$ cat src/rtl/ad9361_spi_pkg.sv
// ad9361_spi_pkg: shared FSM state type, frame geometry and the frame builder
// used by the AD9361 SPI master and its SCLK generator.
package ad9361_spi_pkg;

  // Transaction phases of one 24-bit register access.
  typedef enum logic [2:0] {
    StIdle,
    StSetup,
    StShift,
    StHold,
    StGap
  } spi_state_e;

  // Frame length and instruction-word field positions.
  localparam int unsigned AD9361_SPI_NBITS = 24;
  localparam int unsigned WR_BIT           = 23;
  localparam int unsigned CNT_MSB          = 22;
  localparam int unsigned ADDR_LSB         = 8;

  // Assemble the MSB-first frame: R/W, byte count (single byte = 000),
  // two reserved zeros, 10-bit address, then the data byte (zero on reads).
  function automatic logic [AD9361_SPI_NBITS-1:0] build_frame(
    input logic       wr,
    input logic [9:0] addr,
    input logic [7:0] wdata
  );
    logic [AD9361_SPI_NBITS-1:0] frame;
    frame                = '0;
    frame[WR_BIT]        = wr;
    frame[CNT_MSB -: 3]  = 3'b000;
    frame[ADDR_LSB +: 10] = addr;
    frame[7:0]           = wr ? wdata : 8'h00;
    return frame;
  endfunction

endpackage

$ cat src/rtl/ad9361_spi_sclk_gen.sv
// ad9361_spi_sclk_gen: SCLK divider for the AD9361 SPI master.
// While enabled, SCLK toggles every CLK_DIV cycles starting with a rising
// edge on the first enabled cycle. rise_stb/fall_stb are high on the cycle
// whose clock edge makes SCLK rise/fall. When disabled, SCLK is forced low
// and the divider is parked at zero so the next enable rises immediately.
module ad9361_spi_sclk_gen import ad9361_spi_pkg::*; #(
  parameter int unsigned CLK_DIV = 4
) (
  input  logic sys_clk,
  input  logic sys_rst_n,
  input  logic en,
  output logic sclk,
  output logic rise_stb,
  output logic fall_stb
);

  localparam int unsigned DivW = (CLK_DIV > 1) ? $clog2(CLK_DIV) : 1;
  localparam logic [DivW-1:0] DivLast = DivW'(CLK_DIV - 1);

  logic [DivW-1:0] div_q, div_d;
  logic            sclk_q, sclk_d;

  assign rise_stb = en && (div_q == '0) && !sclk_q;
  assign fall_stb = en && (div_q == '0) && sclk_q;
  assign sclk     = sclk_q;

  // Next-state: reload and toggle at each half-period boundary.
  always_comb begin
    div_d  = div_q;
    sclk_d = sclk_q;
    if (!en) begin
      div_d  = '0;
      sclk_d = 1'b0;
    end else if (div_q == '0) begin
      div_d  = DivLast;
      sclk_d = !sclk_q;
    end else begin
      div_d = div_q - 1'b1;
    end
  end

  // Divider and SCLK registers.
  always_ff @(posedge sys_clk or negedge sys_rst_n) begin
    if (!sys_rst_n) begin
      div_q  <= '0;
      sclk_q <= 1'b0;
    end else begin
      div_q  <= div_d;
      sclk_q <= sclk_d;
    end
  end

endmodule

$ cat src/rtl/ad9361_spi_master.sv
// ad9361_spi_master: serialises single-register read/write requests into
// 24-bit AD9361 SPI frames (SPI mode 0, MSB first) and returns the read byte.
// Optional feature macro AD9361_SPI_MISO_SYNC_EN: adds a 2-flop MISO
// synchroniser and moves the MISO sample point two cycles after SCLK rises.
// CLK_DIV must be >= 2 (>= 3 with AD9361_SPI_MISO_SYNC_EN).
module ad9361_spi_master import ad9361_spi_pkg::*; #(
  parameter int unsigned CLK_DIV = 4
) (
  input  logic       sys_clk,
  input  logic       sys_rst_n,
  input  logic       req_valid,
  output logic       req_ready,
  input  logic       req_wr,
  input  logic [9:0] req_addr,
  input  logic [7:0] req_wdata,
  output logic       rsp_valid,
  output logic [7:0] rsp_rdata,
  output logic       ad9361_spi_cs,
  output logic       ad9361_spi_sclk,
  output logic       ad9361_spi_mosi,
  input  logic       ad9361_spi_miso
);

  localparam int unsigned NB  = AD9361_SPI_NBITS;
  localparam int unsigned PhW = $clog2(CLK_DIV + 1);
  // SETUP spends one extra cycle so CS falls one cycle after the accept edge.
  localparam logic [PhW-1:0] PhSetup = PhW'(CLK_DIV);
  localparam logic [PhW-1:0] PhLast  = PhW'(CLK_DIV - 1);

  spi_state_e      state_q, state_d;
  logic [PhW-1:0]  phase_q, phase_d;
  logic [4:0]      bit_cnt_q, bit_cnt_d;
  logic            done_q, done_d;
  logic [NB-1:0]   tx_sr_q, tx_sr_d;
  logic [7:0]      rx_sr_q, rx_sr_d;
  logic            wr_q, wr_d;
  logic            cs_q, cs_d;
  logic            mosi_q, mosi_d;
  logic            rsp_valid_q, rsp_valid_d;
  logic [7:0]      rsp_rdata_q, rsp_rdata_d;

  logic gen_en;
  logic rise_stb;
  logic fall_stb;
  logic sample_pt;
  logic sample_now;
  logic miso_s;

  // The generator starts on the last SETUP cycle so the first rise lands
  // exactly one divider period after CS falls; it stops once all 24 bits fell.
  assign gen_en = ((state_q == StSetup) && (phase_q == '0)) ||
                  ((state_q == StShift) && !done_q);

  ad9361_spi_sclk_gen #(
    .CLK_DIV(CLK_DIV)
  ) u_sclk_gen (
    .sys_clk  (sys_clk),
    .sys_rst_n(sys_rst_n),
    .en       (gen_en),
    .sclk     (ad9361_spi_sclk),
    .rise_stb (rise_stb),
    .fall_stb (fall_stb)
  );

  // Only the last 8 rising edges carry the read byte.
  assign sample_pt = rise_stb && (bit_cnt_q < 5'd8);

`ifdef AD9361_SPI_MISO_SYNC_EN
  logic [1:0] miso_sync_q;
  logic [1:0] sample_dly_q;

  // MISO synchroniser with a matching delay on the sample strobe.
  always_ff @(posedge sys_clk or negedge sys_rst_n) begin
    if (!sys_rst_n) begin
      miso_sync_q  <= '0;
      sample_dly_q <= '0;
    end else begin
      miso_sync_q  <= {miso_sync_q[0], ad9361_spi_miso};
      sample_dly_q <= {sample_dly_q[0], sample_pt};
    end
  end

  assign miso_s     = miso_sync_q[1];
  assign sample_now = sample_dly_q[1];
`else
  assign miso_s     = ad9361_spi_miso;
  assign sample_now = sample_pt;
`endif

  // Next-state and registered-output logic for the transaction FSM.
  always_comb begin
    state_d     = state_q;
    phase_d     = phase_q;
    bit_cnt_d   = bit_cnt_q;
    done_d      = done_q;
    tx_sr_d     = tx_sr_q;
    rx_sr_d     = rx_sr_q;
    wr_d        = wr_q;
    rsp_valid_d = 1'b0;
    rsp_rdata_d = rsp_rdata_q;

    if (sample_now) begin
      rx_sr_d = {rx_sr_q[6:0], miso_s};
    end

    unique case (state_q)
      StIdle: begin
        if (req_valid) begin
          state_d   = StSetup;
          phase_d   = PhSetup;
          bit_cnt_d = 5'(NB - 1);
          done_d    = 1'b0;
          tx_sr_d   = build_frame(req_wr, req_addr, req_wdata);
          rx_sr_d   = 8'h00;
          wr_d      = req_wr;
        end
      end
      StSetup: begin
        if (phase_q == '0) begin
          state_d = StShift;
        end else begin
          phase_d = phase_q - 1'b1;
        end
      end
      StShift: begin
        if (!done_q) begin
          if (fall_stb) begin
            tx_sr_d = {tx_sr_q[NB-2:0], 1'b0};
            if (bit_cnt_q == 5'd0) begin
              // Last fall: let SCLK finish its low half-period before HOLD.
              done_d  = 1'b1;
              phase_d = PhLast;
            end else begin
              bit_cnt_d = bit_cnt_q - 5'd1;
            end
          end
        end else if (phase_q == '0) begin
          state_d = StHold;
          phase_d = PhLast;
        end else begin
          phase_d = phase_q - 1'b1;
        end
      end
      StHold: begin
        if (phase_q == '0) begin
          state_d     = StGap;
          phase_d     = PhLast;
          rsp_valid_d = 1'b1;
          rsp_rdata_d = wr_q ? 8'h00 : rx_sr_q;
        end else begin
          phase_d = phase_q - 1'b1;
        end
      end
      StGap: begin
        if (phase_q == '0) begin
          state_d = StIdle;
        end else begin
          phase_d = phase_q - 1'b1;
        end
      end
      default: begin
        state_d = StIdle;
      end
    endcase

    // CS stays high on the accept edge itself and throughout GAP/IDLE.
    cs_d   = (state_d == StIdle) || (state_d == StGap) || (state_q == StIdle);
    mosi_d = cs_d ? 1'b0 : tx_sr_d[NB-1];
  end

  // State and output registers; reset discards any frame in flight.
  always_ff @(posedge sys_clk or negedge sys_rst_n) begin
    if (!sys_rst_n) begin
      state_q     <= StIdle;
      phase_q     <= '0;
      bit_cnt_q   <= 5'd0;
      done_q      <= 1'b0;
      tx_sr_q     <= '0;
      rx_sr_q     <= 8'h00;
      wr_q        <= 1'b0;
      cs_q        <= 1'b1;
      mosi_q      <= 1'b0;
      rsp_valid_q <= 1'b0;
      rsp_rdata_q <= 8'h00;
    end else begin
      state_q     <= state_d;
      phase_q     <= phase_d;
      bit_cnt_q   <= bit_cnt_d;
      done_q      <= done_d;
      tx_sr_q     <= tx_sr_d;
      rx_sr_q     <= rx_sr_d;
      wr_q        <= wr_d;
      cs_q        <= cs_d;
      mosi_q      <= mosi_d;
      rsp_valid_q <= rsp_valid_d;
      rsp_rdata_q <= rsp_rdata_d;
    end
  end

  assign req_ready       = (state_q == StIdle);
  assign rsp_valid       = rsp_valid_q;
  assign rsp_rdata       = rsp_rdata_q;
  assign ad9361_spi_cs   = cs_q;
  assign ad9361_spi_mosi = mosi_q;

endmodule

$ cat config.mk
export PLATFORM = sky130hd
export DESIGN_NAME = ad9361_spi_master
export DESIGN_NICKNAME = d
export VERILOG_FILES = /design/src/rtl/ad9361_spi_pkg.sv /design/src/rtl/ad9361_spi_sclk_gen.sv /design/src/rtl/ad9361_spi_master.sv
export SDC_FILE = /design/constraint.sdc
export NUM_CORES = 1
export LEC_CHECK = 0
export CORE_UTILIZATION = 40
export DETAILED_ROUTE_END_ITERATION = 7
export PLACE_DENSITY = 0.63
export SYNTH_ARGS = -nofsm -noshare
export SYNTH_HDL_FRONTEND = slang
export SYNTH_SLANG_ARGS = --single-unit
$ cat constraint.sdc
create_clock -name sys_clk -period 1.8 [get_ports sys_clk]
set_clock_uncertainty 0.15 [all_clocks]
set_input_delay 0.18 -clock sys_clk [delete_from_list [all_inputs] [get_ports sys_clk]]
set_output_delay 0.18 -clock sys_clk [all_outputs]
set_load 0.02 [all_outputs]
=== After elaboration in Yosys (flattened, before gate mapping) ===
Index checks and enable logic that the tools add are counted.

* Word-level logic and storage cells: 96
* Register bits: 59
* Input bits: 23

* Mux-type cells: 40
* Eq/ne operators: 13
* Order comparisons: 1
* Add/subtract/negate cells: 3
* Reductions and logical operators: 25

{| class="wikitable"
|+ Operator list
! kind !! number
|-
| $mux 24 || 3
|-
| $pmux 24 s2 || 1
|-
| $mux 8 || 5
|-
| $mux 3 || 12
|-
| $mux 5 || 4
|-
| $pmux 3 s5 || 1
|-
| $ne 2x2->1 const B || 6
|-
| $pmux 3 s4 || 1
|-
| $pmux 5 s2 || 1
|-
| $reduce_and 5->1 || 2
|-
| $logic_not 3->1 || 3
|-
| $mux 1 || 9
|-
| $eq 3x2->1 const B || 2
|-
| $eq 3x3->1 const B || 2
|-
| $logic_and 1x1->1 || 6
|-
| $reduce_and 2->1 || 3
|-
| $logic_not 5->1 || 1
|-
| $lt 5x4->1 const B || 1
|-
| $sub 5x1->5 const B || 1
|-
| $mux 2 || 2
|-
| $reduce_and 4->1 || 1
|-
| $reduce_bool 4->1 || 1
|-
| $eq 3x1->1 const B || 1
|-
| $logic_or 1x1->1 || 3
|-
| 9 further kinds || 10
|}

=== Depth between registers and ports, before layout ===
* Word-level depth: 9
* Gate-level depth with buffers: 9

=== Cells and area by module ===
Synthesis repeated with hierarchy kept, for this count alone.

* Cells, all modules: 291
* Area total of the unflattened synthesis: 2788.9 µm²

{| class="wikitable"
|+ By module, submodules not included
! module !! times used !! cells each !! area each (µm²) !! sequential area each (µm²)
|-
| ad9361_spi_master || 1 || 278 || 2651.3 || 1402.6
|-
| ad9361_spi_sclk_gen || 1 || 13 || 137.6 || 75.1
|}

=== Worst setup path before layout ===
Ideal clock, no wire load.

* Path kind: register -> register
* Start: register state_q[1]
* End: register tx_sr_q[2]
* Required time: 1523 ps
* Setup time: 127 ps
* Clock period less this slack: 2176 ps
* Stages on the path, launching flop included: 8
* Slack: -376 ps
* Arrival: 1899 ps
* Path through: dfrtp_1 nor3_1 and2_0 clkbuf_1 nor2_2 buf_6 a222oi_1 inv_1

* Elaborated cells between the ends (all ways): 14
* Classes of those cells: eq/ne: 5; mux: 1; reduce/logical: 8

{| class="wikitable"
|+ RTL lines
! item !! RTL line !! text
|-
| start: declaration || ad9361_spi_master.sv:30 || <nowiki>spi_state_e state_q, state_d;</nowiki>
|-
| start signal: assignment || ad9361_spi_master.sv:174 || <nowiki>state_q <= StIdle;</nowiki>
|-
| start signal: assignment || ad9361_spi_master.sv:186 || <nowiki>state_q <= state_d;</nowiki>
|-
| $logic_not 3->1 (*) || n/a ||
|-
| via req_ready || ad9361_spi_master.sv:12 || <nowiki>output logic req_ready,</nowiki>
|-
| $ne 2x2->1 (no line) or $reduce_bool 2->1 (tied branches) || n/a ||
|-
| $reduce_and 4->1 (no line) || n/a ||
|-
| end signal: assignment || ad9361_spi_master.sv:190 || <nowiki>tx_sr_q <= tx_sr_d;</nowiki>
|-
| end: declaration || ad9361_spi_master.sv:34 || <nowiki>logic [NB-1:0] tx_sr_q, tx_sr_d;</nowiki>
|}

Mark *: on every way through the listed nets, which the timed path passes. The rest lies on a longest branch.
A chain may end at the register's enable or synchronous reset.

=== Worst setup path after layout ===
* Start: register state_q[0]
* End: register tx_sr_q[19]

* Word-level cells in the longest chain between the ends: 7
* Elaborated cells between the ends (all ways): 14
* Classes of those cells: eq/ne: 5; mux: 1; reduce/logical: 8

{| class="wikitable"
|+ RTL lines
! item !! RTL line !! text
|-
| $eq 3x1->1 or $eq 3x2->1 (tied branches) || ad9361_spi_master.sv:51, ad9361_spi_master.sv:52, ad9361_spi_master.sv:106 ||
|-
| $logic_and 1x1->1 (on tied branches) || ad9361_spi_master.sv:51, ad9361_spi_master.sv:52 ||
|-
| $logic_or 1x1->1 || ad9361_spi_master.sv:51 || <nowiki>assign gen_en = ((state_q == StSetup) && (phase_q == '0)) ||</nowiki>
|-
| $logic_and 1x1->1 (2 in series) || ad9361_spi_sclk_gen.sv:24 || <nowiki>assign fall_stb = en && (div_q == '0) && sclk_q;</nowiki>
|-
| $ne 2x2->1 (no line) || n/a ||
|-
| $reduce_and 4->1 (no line) || n/a ||
|}

Parallel ways exist; a longest one is shown, timed or not.

==> metrics <==
Final Instance Area=4010 sq um; Synth top area share=0.5263; critical path type=reg2reg; Final Max Tran Viols=0; most frequent cells in the layout=nand2_1, dfrtp_1, buf_4; core region area=6495 sq um; crit start category=flop; CTS root buf=clkbuf_8; Slew @ Worst Pin=around 370 ps; Final Hold Vio Count=0; Critical Path RT=approximately 1900 ps; Die ar.=7230 sq um; grt peak-use layer=met2; final net count=about 400; via count=2375; ys async rst share=1.000; detailed-route wire length per cell=13.55 microns; first-pass GRT wire length=10100 microns; GPL Wtd Cong=between 0.7 and 0.8; layout cells sized above 1=0.2960; leakage power=0.001924 uW; PnR worst setup slack=-93.97 ps; M2 GR Usage=0.2815; Post-Synthesis Cells=281; Hold WS=143.3 ps; DP Area=3448 sq um; R2R depth=6; DRC marker count from the first detailed-route iteration=126; Via density=5.254; post-synth top area cell=dfrtp_1; net count after synthesis=309; CTS Buffer Depth=2; synth unique cells=46; reg2reg setup slack=-90 ps; Crit Path Max Fanout=6; Worst Path Arrival=1960 ps; final antenna-violating net count=0; DRT Wirelength=6123 microns; Core Rows=29; EDFF count, synth=0; area of the multi-input gates=1329 sq um; M3 GR Usage=0.03891; Finished Core Util=0.6174; die span in x=85.03 microns; Tmin final=1894 ps; unrepaired setup endpoints after global routing=yes; HP Class=in2async; H-Tree Level Count=3; grt met1 use=0.2308; Slew HR=0.7529; vias in the first global route=2243; r2r startpoint=state_q[0]; Synth Cell Area=2758 sq um; largest net degree at the start of global routing=46; fill count=532; failing checks=setup timing; Peak VDD IR=0.6114 mV; register bit total from synthesis=59; initial antenna violation count=0; syn avg cell area=9.814 sq um; r2r endpoint=tx_sr_q[19]; drt pass-1 iters=4; # clock sinks=59; Initial Utilization=0.4246; outcome=finished, violations left; TritonCTS Buffers=9; DRC violations left=0; Area Growth Syn to Fin=45.42%; Register Area=1478 sq um; DPL Wire Length=roughly 4000 microns; Diodes inserted=0; Overall Global Routing Usage=0.1791; clock latency on the worst-skew pair=about 330 ps; sequential element share of the synthesized area=0.5358; IO buf count=35; setup violators final=20; Max Cap Violations=0; Crit. End Element=flop; total I/O pin count=36; Final Cycle Share=1.052; Die Span Y=85.03 microns; YS warnings=0; CTS clk-pin slew, worst paths=60 ps; top post-synthesis cells by area=dfrtp_1, nand2_1, a21oi_1; Primary FF master, synth=dfrtp_1; remaining global-route overflow=0; power per cell area=1397 nW/um^2; TritonCTS clock tree=built; maximum clock rate=528.0 MHz
cells in the mapped netlist (2+ instances only):
master,count
clkbuf_1,9
nor2_1,13
o21ai_0,12
a21oi_1,17
a222oi_1,7
nor2b_1,4
a22oi_1,10
ha_1,5
nand3_1,5
dfrtp_1,58
buf_6,2
nor3_1,5
nand2b_1,6
buf_2,3
a21boi_1,2
nand2_1,63
nand3b_1,8
a22o_1,5
a21o_1,2
inv_1,16
xor2_1,3
o221ai_1,2
layer usage:
layer	part of all wire	wire (microns)
met1	0.47	2850
met2	0.49	2977
met3	0.032	196
met4	0.016	98
met5	0	0
worst max path at each step:
stage | from | end | slack [ps] | cells past startpoint
finish | state_q[0] | tx_sr_q[19] | -90 | 6
global route | state_q[1] | tx_sr_q[7] | -150 | 5
CTS | state_q[0] | tx_sr_q[12] | -50 | 6
detailed placement | bit_cnt_q[0] | phase_q[2] | -140 | 7
global placement | u_sclk_gen.div_q[0] | tx_sr_q[13] | -120 | 8
floorplan | state_q[0] | tx_sr_q[2] | -140 | 7
cells by family after synthesis:
kind of cell,count (synthesis),synth area share
and+or+nand+nor,116,0.2137
buffers and inverters,31,0.04900
adders and majority gates,5,0.02269
DFF,59,0.5358
xor gates and xnor gates,4,0.01271
AOI/OAI and AO/OA,66,0.1661
power by group:
group          switching [uW]  internal [uW]
Sequential                246           1720
Combinational            1190           1250
Clock                     495            706
metrics by stage:
| step | TNS [ps] | setup slack, ps | instances | power (uW) |
|---|---|---|---|---|
| after floorplan | -1520 | -142.0 | 281 | 3242 |
| after detailed placement | -2000 | -135.3 | 416 | 4049 |
| after global placement | -1656 | -122.6 | 416 | 4000 |
| final | -965.8 | -93.97 | 452 | 5603 |
| after global routing | -2428 | -151.2 | 452 | 5999 |
| after CTS | -390.2 | -47.19 | 434 | 5288 |
flip-flops by register name, summed over array words and instances, names as in the netlist:
register / flops
tx_sr_q: 24
rx_sr_q: 8
u_sclk_gen.sclk: 1
rsp_valid: 1
wr_q: 1
rsp_rdata: 8
state_q: 3
u_sclk_gen.div_q: 2
done_q: 1
ad9361_spi_mosi: 1
phase_q: 3
ad9361_spi_cs: 1
bit_cnt_q: 5
worst max-delay path, stage by stage (launching register included):
cell     delay, ps
dfrtp_1        380
or4b_4         610
nor2_8         140
buf_4          130
nor2_4          50
buf_4          140
a22o_1         180
what timing repair did:
item,CTS,global route
setup buffers,2,15
hold buffers,1,0
endpoints found under the hold margin,58,0
pin swaps,2,27
gates cloned,0,3
endpoints found under the setup margin,34,41
resized for setup,11,53
area by class of cell:
type / count / share of cell area
clock buffer: 13 / 0.03963
clock inverter: 2 / 0.008736
inverter: 17 / 0.01622
multi-input combinational: 192 / 0.3314
sequential: 59 / 0.3685
tap: 77 / 0.02402
timing repair buffer: 92 / 0.2115
Note: power is estimated with default switching activity, not from simulation.
